[config.mk]
export PLATFORM = sky130hd
export DESIGN_NAME = s2p_align_rx_flat
export DESIGN_NICKNAME = d
export VERILOG_FILES = /design/src/rtl/s2p_align_rx_if.sv /design/src/rtl/s2p_align_rx.sv /design/src/flat_wrapper.sv
export SDC_FILE = /design/constraint.sdc
export NUM_CORES = 1
export LEC_CHECK = 0
export CORE_MARGIN = 4
export CORE_UTILIZATION = 53
export CTS_BUF_LIST = sky130_fd_sc_hd__clkbuf_4
export DETAILED_ROUTE_END_ITERATION = 16
export PLACE_DENSITY = 0.9
export REMOVE_ABC_BUFFERS = 1
export SLEW_MARGIN = 30
export SYNTH_ARGS = -nofsm -noshare
export SYNTH_HDL_FRONTEND = slang
export SYNTH_SLANG_ARGS = --single-unit
export TNS_END_PERCENT = 100
[constraint.sdc]
create_clock -name IN_CLK -period 2.2 [get_ports IN_CLK]
set_clock_uncertainty 0.1 [all_clocks]
set_input_delay 0.22 -clock IN_CLK [delete_from_list [all_inputs] [get_ports IN_CLK]]
set_output_delay 0.22 -clock IN_CLK [all_outputs]
set_load 0.02 [all_outputs]
[src/rtl/s2p_align_rx_if.sv]
// Parallel-side bundle of the comma-aligned serial receiver: serial input
// with enable on one side, four byte lanes plus valid/sync status on the other.
interface s2p_align_rx_if;
  logic       IN_ENB;
  logic       IN_DATA;
  logic [7:0] OUT_LANE0;
  logic [7:0] OUT_LANE1;
  logic [7:0] OUT_LANE2;
  logic [7:0] OUT_LANE3;
  logic       OUT_VALID;
  logic       OUT_SYNC;

  // Driver of the serial stream / consumer of the words
  modport master (
    output IN_ENB,
    output IN_DATA,
    input  OUT_LANE0,
    input  OUT_LANE1,
    input  OUT_LANE2,
    input  OUT_LANE3,
    input  OUT_VALID,
    input  OUT_SYNC
  );

  // The receiver itself
  modport slave (
    input  IN_ENB,
    input  IN_DATA,
    output OUT_LANE0,
    output OUT_LANE1,
    output OUT_LANE2,
    output OUT_LANE3,
    output OUT_VALID,
    output OUT_SYNC
  );
endinterface

[src/rtl/s2p_align_rx.sv]
// Comma-aligned serial-to-parallel receiver for the 1-bit lane link.
// Hunts for the comma byte at any bit offset, locks the byte boundary after
// LOCK_CNT aligned commas, then assembles comma-delimited 4-byte words.
//
//   state     | meaning
//   ----------+-------------------------------------------------------------
//   ST_HUNT   | sliding bit-by-bit search for a comma at any offset
//   ST_SYNC   | boundary tentatively fixed, counting consecutive commas
//   ST_LOCKED | boundary trusted, collecting data bytes into words
module s2p_align_rx #(
  parameter logic [7:0] COMMA    = 8'hBC,
  parameter int         LOCK_CNT = 4,
  parameter int         LOSS_CNT = 3
) (
  input  logic             IN_CLK,
  input  logic             IN_RESET,
  s2p_align_rx_if.slave    bus
);

  typedef enum logic [1:0] {
    ST_HUNT   = 2'd0,
    ST_SYNC   = 2'd1,
    ST_LOCKED = 2'd2
  } state_t;

  localparam logic [3:0] LOCK_C = 4'(LOCK_CNT);
  localparam logic [3:0] LOSS_C = 4'(LOSS_CNT);

  state_t     state_q;
  logic [7:0] sr_q;
  logic [2:0] bc_q;
  logic [3:0] cc_q;
  logic [2:0] idx_q;
  logic [3:0] err_q;
  logic [7:0] stg_q  [3];
  logic [7:0] lane_q [4];
  logic       valid_q;
  logic       sync_q;

  logic [7:0] sr_d;
  logic       is_comma;
  logic       byte_done;

  // Candidate byte includes the bit sampled on this edge
  always_comb begin
    sr_d      = {sr_q[6:0], bus.IN_DATA};
    is_comma  = (sr_d == COMMA);
    byte_done = (bc_q == 3'd7);
  end

  // Alignment FSM, word assembly and registered outputs
  always_ff @(posedge IN_CLK or negedge IN_RESET) begin
    if (!IN_RESET) begin
      state_q <= ST_HUNT;
      sr_q    <= 8'h00;
      bc_q    <= 3'd0;
      cc_q    <= 4'd0;
      idx_q   <= 3'd0;
      err_q   <= 4'd0;
      for (int i = 0; i < 3; i++) stg_q[i]  <= 8'h00;
      for (int i = 0; i < 4; i++) lane_q[i] <= 8'h00;
      valid_q <= 1'b0;
      sync_q  <= 1'b0;
    end else if (!bus.IN_ENB) begin
      // Lanes deliberately keep the last complete word
      state_q <= ST_HUNT;
      sr_q    <= 8'h00;
      bc_q    <= 3'd0;
      cc_q    <= 4'd0;
      idx_q   <= 3'd0;
      err_q   <= 4'd0;
      for (int i = 0; i < 3; i++) stg_q[i] <= 8'h00;
      valid_q <= 1'b0;
      sync_q  <= 1'b0;
    end else begin
      sr_q    <= sr_d;
      bc_q    <= bc_q + 3'd1;
      valid_q <= 1'b0;
      case (state_q)
        ST_HUNT: begin
          // Bit count is meaningless while hunting; restart it at a comma
          bc_q <= 3'd0;
          if (is_comma) begin
            state_q <= ST_SYNC;
            cc_q    <= 4'd1;
          end
        end
        ST_SYNC: begin
          if (byte_done) begin
            if (is_comma) begin
              cc_q <= cc_q + 4'd1;
              if (cc_q + 4'd1 == LOCK_C) begin
                state_q <= ST_LOCKED;
                idx_q   <= 3'd0;
                err_q   <= 4'd0;
                sync_q  <= 1'b1;
              end
            end else begin
              state_q <= ST_HUNT;
              cc_q    <= 4'd0;
            end
          end
        end
        ST_LOCKED: begin
          if (byte_done) begin
            if (is_comma) begin
              // A comma always reframes; a partial word is simply abandoned
              idx_q <= 3'd0;
              err_q <= 4'd0;
            end else if (idx_q < 3'd3) begin
              stg_q[idx_q[1:0]] <= sr_d;
              idx_q             <= idx_q + 3'd1;
            end else if (idx_q == 3'd3) begin
              lane_q[0] <= stg_q[0];
              lane_q[1] <= stg_q[1];
              lane_q[2] <= stg_q[2];
              lane_q[3] <= sr_d;
              valid_q   <= 1'b1;
              idx_q     <= 3'd4;
            end else begin
              // Word complete and the comma did not show up
              err_q <= err_q + 4'd1;
              if (err_q + 4'd1 == LOSS_C) begin
                state_q <= ST_HUNT;
                cc_q    <= 4'd0;
                idx_q   <= 3'd0;
                err_q   <= 4'd0;
                sync_q  <= 1'b0;
              end
            end
          end
        end
        default: begin
          state_q <= ST_HUNT;
          cc_q    <= 4'd0;
          sync_q  <= 1'b0;
        end
      endcase
    end
  end

  // Output mapping onto the interface
  assign bus.OUT_LANE0 = lane_q[0];
  assign bus.OUT_LANE1 = lane_q[1];
  assign bus.OUT_LANE2 = lane_q[2];
  assign bus.OUT_LANE3 = lane_q[3];
  assign bus.OUT_VALID = valid_q;
  assign bus.OUT_SYNC  = sync_q;

endmodule

[src/flat_wrapper.sv]
// flat-port wrapper written by rule: the top's interface ports become plain ports
module s2p_align_rx_flat 
#(
  parameter logic [7:0] COMMA    = 8'hBC,
  parameter int         LOCK_CNT = 4,
  parameter int         LOSS_CNT = 3
)
  (IN_CLK, IN_RESET, bus_IN_ENB, bus_IN_DATA, bus_OUT_LANE0, bus_OUT_LANE1, bus_OUT_LANE2, bus_OUT_LANE3, bus_OUT_VALID, bus_OUT_SYNC);
  s2p_align_rx_if bus_i ();
  input  logic IN_CLK;
  input  logic IN_RESET;
  input wire logic [$bits(bus_i.IN_ENB)-1:0] bus_IN_ENB;
  input wire logic [$bits(bus_i.IN_DATA)-1:0] bus_IN_DATA;
  output wire logic [$bits(bus_i.OUT_LANE0)-1:0] bus_OUT_LANE0;
  output wire logic [$bits(bus_i.OUT_LANE1)-1:0] bus_OUT_LANE1;
  output wire logic [$bits(bus_i.OUT_LANE2)-1:0] bus_OUT_LANE2;
  output wire logic [$bits(bus_i.OUT_LANE3)-1:0] bus_OUT_LANE3;
  output wire logic [$bits(bus_i.OUT_VALID)-1:0] bus_OUT_VALID;
  output wire logic [$bits(bus_i.OUT_SYNC)-1:0] bus_OUT_SYNC;
  assign bus_i.IN_ENB = bus_IN_ENB;
  assign bus_i.IN_DATA = bus_IN_DATA;
  assign bus_OUT_LANE0 = bus_i.OUT_LANE0;
  assign bus_OUT_LANE1 = bus_i.OUT_LANE1;
  assign bus_OUT_LANE2 = bus_i.OUT_LANE2;
  assign bus_OUT_LANE3 = bus_i.OUT_LANE3;
  assign bus_OUT_VALID = bus_i.OUT_VALID;
  assign bus_OUT_SYNC = bus_i.OUT_SYNC;
  s2p_align_rx #(.COMMA(COMMA), .LOCK_CNT(LOCK_CNT), .LOSS_CNT(LOSS_CNT)) u_core (.IN_CLK(IN_CLK), .IN_RESET(IN_RESET), .bus(bus_i));
endmodule
==> metrics.txt, run 1 <==
outcome=finished clean; first-pass GRT wire length=12800 µm; number of vias per cell=5.64; Critical Path Start=u_core.bc_q[0]; crit path DAT=2.43 ns; H-Tree Depth=3; CP Capture Point=u_core.bus.OUT_LANE0[0]; WL final=7910 µm; Most used DFF post-synth=dfrtp_1; drt initial violations=186; drt first pass iters=5; DR WL/cell=17.5 µm; post-route ant nets=0; post-synthesis sequential area ratio=0.542; Leak=2.36 nW; Max Clock Freq=456 MHz; clk buf depth=2; kind of critical path=reg -> reg; Slew @ Worst Pin=0.422 ns; number of max-cap violations=0; RSZ-0062 raised after global routing=yes; reg2reg start=u_core.bc_q[0]; Slew Viols, Final=0; starting density of the core=0.547; largest net degree at the start of global routing=52; Sinks on Clock Net=81; IO Pins=38; PnR worst setup slack=0.00514 ns; Site Rows=30; Worst slew margin=0.719; Inserted Diodes=0; Post-synth EDFFs=0; layout cells sized above 1=0.246; VDD IR max=0.547 mV; share of the synthesized area in the top cell type=0.542; die area=8460 µm²; Final Cycle Share=0.998; nature of the critical path endpoint=flop; top post-synthesis cells by area=dfrtp_1 (54%), mux2_2 (6.6%), mux2i_1 (6.4%); Yosys warnings=0; Area after DPL=4360 µm²; Setup violations, final=0; CTS buffer count=9; total track usage=0.192; Detailed Place HPWL=5190 µm; Final Critical Period=2.19 ns; I/O Buffers=37; via count=2554; Clock Pin Slew Worst Setup and Hold Paths=0.13 ns; Post-Syn Area=3740 µm²; CP Max Fanout=13; chip width=92 µm; Die H=92 µm; Synth Instances=286; gr ovfl total=0; Residual DRC=0; GP Congestion=0.775; antenna violations before repair=0; area leader, netlist=dfrtp_1; Hold Vio Cnt, Final=0; RR Endpoint=u_core.bus.OUT_LANE0[0]; Hold Crit Class=in -> async; PwrDens=582 nW/µm²; WHS=0.131 ns; count leader, synth=dfrtp_1; # nets final=368; fin util=0.684; fraction of registers with async set/reset=1.00; startpoint types=flop; clk root buf=clkbuf_4; #FFs+latches synth=81; Crit path required time=2.44 ns; most instantiated cells after synthesis=dfrtp_1 (81), nor2b_1 (27), mux2i_1 (24), mux2_2 (22), o21ai_0 (13); Syn-to-layout area delta=25.0%; core area=6830 µm²; clk_lat worst skew=0.46 ns; syn_area_per_cell=13.1 µm²; reg2reg path depth=8; vias in the first global route=2675; Final Cell Area=4670 µm²; TritonCTS clock tree=done; Unique masters post-synth=52; R2R Setup Slk=0.005 ns; dpl ws=0.0218 ns
through the flow:
stage | instances | power [mW] | TNS (ns)
floorplan | 277 | 1.57 | -15.68
global placement | 431 | 1.64 | 0
detailed placement | 431 | 1.64 | 0
CTS | 448 | 2.74 | 0
global route | 453 | 2.82 | -1.22
finish | 453 | 2.72 | 0
layout by cell type (no fill, tap or decap), types with 8 or more instances in the layout:
cell             netlist  layout
mux2_1                10       9
clkdlybuf4s50_1        0      36
mux2_2                22      14
nand2_1                8       8
clkbuf_4               0       9
nor2b_1               27      27
mux2_4                 0       9
dfrtp_1               81      80
o21ai_0               13      13
mux2i_1               24      24
buf_4                  3      24
ha_1                  11       9
critical path: stages (launching register included):
cell	delay, ns
dfrtp_1	0.38
ha_2	0.20
ha_4	0.16
and4b_1	0.26
o21ai_4	0.09
nor4_4	0.23
buf_4	0.18
buf_12	0.14
mux2_2	0.35
sequential cells by signal, summed over array words and instances (netlist names):
register,count
u_core.sr_q,7
u_core.bus.OUT_LANE3,8
u_core.state_q,2
u_core.idx_q,3
u_core.cc_q,4
u_core.err_q,4
u_core.bus.OUT_LANE1,8
u_core.bus.OUT_LANE0,8
u_core.bus.OUT_VALID,1
u_core.bus.OUT_SYNC,1
u_core.bc_q,3
u_core.stg_q,24
u_core.bus.OUT_LANE2,8
layer usage:
layer / global-route usage / routed length (µm)
met1: 0.234 / 3290
met4: 0.0953 / 220
met2: 0.321 / 4070
met3: 0.0443 / 320
met5: 0 / 0
worst min path at each step:
stage / cells past startpoint / end / slack [ns] / start
6_report: 2 / u_core.bus.OUT_LANE0[4] / 0.13 / IN_RESET
3_5_place_dp: 1 / u_core.bus.OUT_LANE0[5] / 0.09 / IN_RESET
5_1_grt: 2 / u_core.bus.OUT_LANE2[4] / 0.14 / IN_RESET
3_3_place_gp: 1 / u_core.bus.OUT_LANE0[4] / 0.08 / IN_RESET
4_1_cts: 2 / u_core.bus.OUT_LANE0[5] / 0.12 / IN_RESET
2_1_floorplan: 0 / u_core.bc_q[0] / -0.18 / IN_RESET
power breakdown:
group,internal [mW],total (mW),switching [mW]
Combinational,0.0416,0.103,0.0617
Clock,0.576,1.11,0.529
Sequential,1.50,1.51,0.0163
Total,2.12,2.72,0.607
cell type report:
class | instances | area, µm²
sequential | 81 | 2030
clock buffer | 9 | 67.6
tap | 96 | 120
inverter | 5 | 18.8
clock inverter | 6 | 115
fill | 466 | 2160
timing repair buffer | 65 | 631
multi-input combinational | 191 | 1690
what timing repair did:
item,CTS,global route
hold endpoints to repair,81,0
pin swaps,0,1
gates resized for setup,1,14
buffers inserted,1,3
gates cloned,0,2
hold buffers,1,0
endpoints found under the setup margin,6,35
kinds of logic (layout without fill, tap and decap cells):
kind of cell	count (synthesis)	in the layout	share of synthesized area
AOI/OAI and AO/OA	42	42	0.0923
adders and majority gates	11	11	0.0368
buffers and inverters	14	85	0.0194
DFF	81	81	0.542
muxes	56	56	0.161
and+or+nand+nor	82	82	0.149
No activity file was read; power rests on OpenSTA's default activity.
==> run 2, diff against run 1 <==
--- a/config.mk
+++ b/config.mk
@@ -5,7 +5,7 @@
 export SDC_FILE = /design/constraint.sdc
 export NUM_CORES = 1
 export LEC_CHECK = 0
-export CORE_MARGIN = 4
+export CORE_MARGIN = 2
 export CORE_UTILIZATION = 53
 export CTS_BUF_LIST = sky130_fd_sc_hd__clkbuf_4
 export DETAILED_ROUTE_END_ITERATION = 16
==> metrics.txt, run 2 (synthesized netlist as in run 1, its figures left out) <==
number of max-cap violations=0 (unchanged); crit path DAT=2.34 ns (was 2.43 ns); Biggest register=u_core.stg_q (unchanged); commonest non-fill, non-tap cell in the layout=dfrtp_1 (unchanged); Slew @ Worst Pin=0.412 ns (was 0.422 ns); largest net degree at the start of global routing=51 (was 52); Sinks on Clock Net=81 (unchanged); # nets final=366 (was 368); Area after DPL=4360 µm² (about the same); post-route ant nets=0 (unchanged); VDD IR max=0.337 mV (was 0.547 mV); Final Cycle Share=0.964 (was 0.998); max FFs per register=24 (unchanged); outcome=finished clean (unchanged); dpl cells=430 (was 431); drt initial violations=149 (was 186); Clock Pin Slew Worst Setup and Hold Paths=0.14 ns (was 0.13 ns); Residual DRC=0 (unchanged); RSZ-0062 raised after global routing=no (was yes); Hold Crit Class=in -> async (unchanged); Setup violations, final=0 (unchanged); Slowest-stage cell, CP=or4b_4 (was dfrtp_1); Crit path required time=2.42 ns (was 2.44 ns); CP Max Fanout=5 (was 13); vias in the first global route=2503 (was 2675); WHS=0.154 ns (was 0.131 ns); clk buf depth=2 (unchanged); kind of critical path=reg -> reg (unchanged); Max Clock Freq=471 MHz (was 456 MHz); Final Critical Period=2.12 ns (was 2.19 ns); antenna violations before repair=0 (unchanged); Syn-to-layout area delta=22.4% (was 25.0%); starting density of the core=0.550 (was 0.547); total track usage=0.205 (was 0.192); commonest non-fill, non-tap cells in the layout=dfrtp_1 (76), clkdlybuf4s50_1 (36), nor2b_1 (27) (was dfrtp_1 (80), clkdlybuf4s50_1 (36), nor2b_1 (27)); CP bufs+invs=0 (was 2); clk_lat worst skew=0.43 ns (was 0.46 ns); PwrDens=549 nW/µm² (was 582 nW/µm²); Site Rows=30 (unchanged); DR WL/cell=16.1 µm (was 17.5 µm); die area=7740 µm² (was 8460 µm²); fin util=0.674 (was 0.684); clk root buf=clkbuf_4 (unchanged); H-Tree Depth=3 (unchanged); Hold Vio Cnt, Final=0 (unchanged); Worst path max stage delay=0.56 ns (was 0.38 ns); Final Cell Area=4580 µm² (was 4670 µm²); startpoint types=flop (unchanged); number of vias per cell=5.49 (was 5.64); CTS buffer count=9 (unchanged); Leak=2.33 nW (was 2.36 nW); Inserted Diodes=0 (unchanged); Detailed Place HPWL=5000 µm (was 5190 µm); drt first pass iters=4 (was 5); I/O Buffers=37 (unchanged); via count=2480 (was 2554); first-pass GRT wire length=12200 µm (was 12800 µm); Slew Viols, Final=0 (unchanged); CP top delay family=simple AND/OR/NAND/NOR gates (unchanged); Layout Cells excl Fill=452 (was 453); chip width=88 µm (was 92 µm); power consumption=2.52 mW (was 2.72 mW); GP Congestion=0.827 (was 0.775); nature of the critical path endpoint=flop (unchanged); TritonCTS clock tree=done (unchanged); Worst slew margin=0.726 (was 0.719); IO Pins=38 (unchanged); CP Cell Sequence=ha_1 > or4b_4 > o31ai_4 > nor2_2 > o31a_1 > a41o_1 (was ha_2 > ha_4 > and4b_1 > o21ai_4 > nor4_4 > buf_4 > buf_12 > mux2_2); gr ovfl total=0 (unchanged); Die H=88 µm (was 92 µm); layout cells sized above 1=0.250 (was 0.246); core area=6790 µm² (was 6830 µm²); WL final=7280 µm (was 7910 µm)
## run 2: path summary, 6_finish.rpt
kind / slack, ns / to / from / cells past startpoint
worst max-delay path: 0.08 / u_core.cc_q[2] / u_core.err_q[0] / 6
worst min-delay path: 0.15 / u_core.stg_q[23] / IN_RESET / 2
worst max register to register: 0.08 / u_core.cc_q[2] / u_core.err_q[0] / 6
worst min register to register: 0.34 / u_core.bc_q[0] / u_core.bc_q[0] / 1
max in group asynchronous: 1.24 / u_core.sr_q[0] / IN_RESET / 3
min in group IN_CLK: 0.34 / u_core.bc_q[0] / u_core.bc_q[0] / 1
## run 2: repair_timing
item / in CTS / in global routing
hold buffers: 1 / 0
buffers inserted: 0 / 5
resized for setup: 0 / 11
setup endpoints to repair: 0 / 9
endpoints found under the hold margin: 31 / 0
## run 2: worst register-to-register path: stages (launching register included)
cell and delay (ns):
dfrtp_2 0.45, ha_1 0.24, or4b_4 0.56, o31ai_4 0.10, nor2_2 0.09, o31a_1 0.28
a41o_1 0.20
## run 2: report_power, final
part           switching [mW]  total (mW)  internal (mW)
combinational          0.0620       0.108         0.0462
sequential             0.0156        1.51           1.50
clock                   0.540       0.894          0.354
total                   0.617        2.52           1.90
## run 2: cell type report
type | count | area [µm²]
Fill cell | 475 | 2210
Clock inverter | 7 | 76.3
Timing Repair Buffer | 63 | 603
Sequential cell | 81 | 2030
Multi-Input combinational cell | 191 | 1660
Inverter | 5 | 18.8
Tap cell | 96 | 120
Clock buffer | 9 | 67.6
## run 2: per-stage QoR
step                      setup TNS (ns)  worst slack [ns]
after floorplan                   -15.68            -0.502
after global placement                 0            0.0509
after global routing                   0            0.0116
after CTS                              0           0.00472
final                                  0            0.0786
after detailed placement         -0.0574           -0.0574
## run 2: per-layer routing
metal  part of all wire  track usage  up-vias
met1               0.46        0.283     1271
met4              0.010       0.0895        0
met2               0.51        0.323       44
met3              0.029       0.0349        7
li1                   -            -     1158
met5                  0            0        -
==> patch: new RTL, flow settings as in run 2 <==
The 3 states of `state_t` get a one-hot encoding in 3 bits.
--- a/src/rtl/s2p_align_rx.sv
+++ b/src/rtl/s2p_align_rx.sv
@@ -19,6 +19,6 @@
 
-  typedef enum logic [1:0] {
-    ST_HUNT   = 2'd0,
-    ST_SYNC   = 2'd1,
-    ST_LOCKED = 2'd2
+  typedef enum logic [2:0] {
+    ST_HUNT   = 3'b001,
+    ST_SYNC   = 3'b010,
+    ST_LOCKED = 3'b100
   } state_t;
Formal check against the unedited RTL: no difference found for any inputs over 10 cycles, from zero or initial values and one cycle with IN_RESET low; not proved beyond that.
==> patch against run 2 <==
- routed wire length increased by 8.9%
- critical path type unchanged
- setup slack improved by 0.0099 ns
- largest cell class unchanged
- cell area rose by 4.6%
- fmax grew 0.47%
- sequential cell count up 1
- synthesized area up 3.4%
Power is not compared: it rests on default switching activity, and its combinational part moved more than twofold at a synthesized area within 25%.
==> patch: results (changes against run 2) <==
| Metric | Value |
|---|---|
| Diode count | `0 (unchanged)` |
| Dpl cell area | `4610 um2 (+5.6%)` |
| Post-synth top cells | `dfrtp_1 (81), mux2_4 (30), nor2b_1 (25)` |
| Total number of multi-input combinational cells | `196 (+2.6%)` |
| Synth area leaders | `dfrtp_1 (52%), mux2_4 (12%), mux2i_1 (6.2%), nor2b_1 (4.0%), ha_1 (3.6%)` |
| R2R Path End | `u_core.idx_q[0]$_DFFE_PN0P_` |
| Rel. slew slack | `68.3% (-4.2 points)` |
| Worst R2R Start | `u_core.cc_q[1]$_DFFE_PN0P_` |
| CP max stage cell | `or4bb_1` |
| Seq/Total Area, Yosys | `53.1% (-1.1 points)` |
| Clock buf/inv share | `2.48% (-0.66 points)` |
| Placer Congestion | `0.841 (+1.6%)` |
| Signal buffers share of area | `15.6% (+2.4 points)` |
| Overall global routing resource usage | `21.0% (+0.45 points)` |
| Syn avg cell area | `13.1 um2 (+0.26%)` |
| Dpl cells | `456 (+6.0%)` |
| Number of fill cells | `529 (+11%)` |
| Register Area | `2050 um2 (+1.0%)` |
| Achievable clock frequency | `474 MHz (+0.47%)` |
| Area of the multi-input gates | `1720 um2 (+3.8%)` |
| Drt first pass iters | `4 (unchanged)` |
| VDD IR-drop max | `0.000212 V` |
| Clock Sinks | `82 (+1.2%)` |
| Via density | `5.46 (-0.45%)` |
| Worst-Skew Late Latency | `0.42 ns` |
| Max stage delay on crit path | `0.47 ns (-0.09 ns)` |
| Status | `finished, final reports clean` |
| Number of flip-flops in the largest register | `24 (unchanged)` |
| Fin cells | `476 (+5.3%)` |
| Inverters | `6 (+1)` |
| Signal buffers | `77 (+22%)` |
| Final WL | `7930 um (+8.9%)` |
| Met2 Usage GRT | `35.4% (+3.1 points)` |
| Number of global-route vias before repair | `2,620 (+4.7%)` |
| Grt met1 use | `26.9% (-1.5 points)` |
| First-pass GRT wire length | `12,700 um (+4.3%)` |
| WHS | `0.141 ns (-0.0128 ns)` |
| Largest net degree at the start of global routing | `53 (+3.9%)` |
| Drt initial violations | `101 (-32%)` |
| DP Worst Slack | `-0.103 ns (-0.0454 ns)` |
[patch: cell count changes after synthesis, sizes merged, moves of 3 or more]
cell / run 2 / this run
o31a: 3 / 0
nand4: 5 / 0
nand3: 2 / 8
nor2: 9 / 6
a21bo: 3 / 0
[patch: logic make-up (layout without fill, tap and decap cells)]
family,after synthesis,count (layout),synth area share [%]
buf+inv,17,99,3.14
flops,82,82,53.1
compound gates,39,39,6.60
fa+ha+maj,11,11,3.56
mux,57,57,18.7
xor+xnor,1,1,0.227
simple gates,88,88,14.7
[patch: worst max-delay path by stage]
stage / to
6_report: u_core.idx_q[0]$_DFFE_PN0P_
4_1_cts: u_core.cc_q[2]$_DFFE_PN0P_
2_1_floorplan: u_core.bus.OUT_LANE0[0]$_DFFE_PN0P_
5_1_grt: u_core.idx_q[0]$_DFFE_PN0P_
3_3_place_gp: u_core.idx_q[0]$_DFFE_PN0P_
3_5_place_dp: u_core.bus.OUT_LANE0[4]$_DFFE_PN0P_
[patch: metal layers]
layer / share of wire, % / vias to the layer above
li1: - / 1214
met1: 44 / 1316
met2: 52 / 66
met3: 3.6 / 4
met4: 0.57 / 0
met5: 0 / -
[patch: worst register-to-register path: cells and delay by family, from the launching register on]
kind / cells / cell delay, ns
multiplexers: 1 / 0.27
adder cells (fa/ha/maj): 1 / 0.19
AND/OR/NAND/NOR: 2 / 0.74
AO/OA/AOI/OAI: 2 / 0.28
flip-flops: 1 / 0.44
[patch: report_power, final]
part           internal (W)  switching (W)
sequential          0.00154      0.0000211
combinational      0.000129       0.000168
clock              0.000241       0.000545
total               0.00191       0.000735
[patch: what timing repair did]
action	in CTS	in global routing
setup endpoints to repair	0	12
gates resized for setup	0	7
hold buffers	1	0
buffers inserted	0	3
hold endpoints to repair	81	0
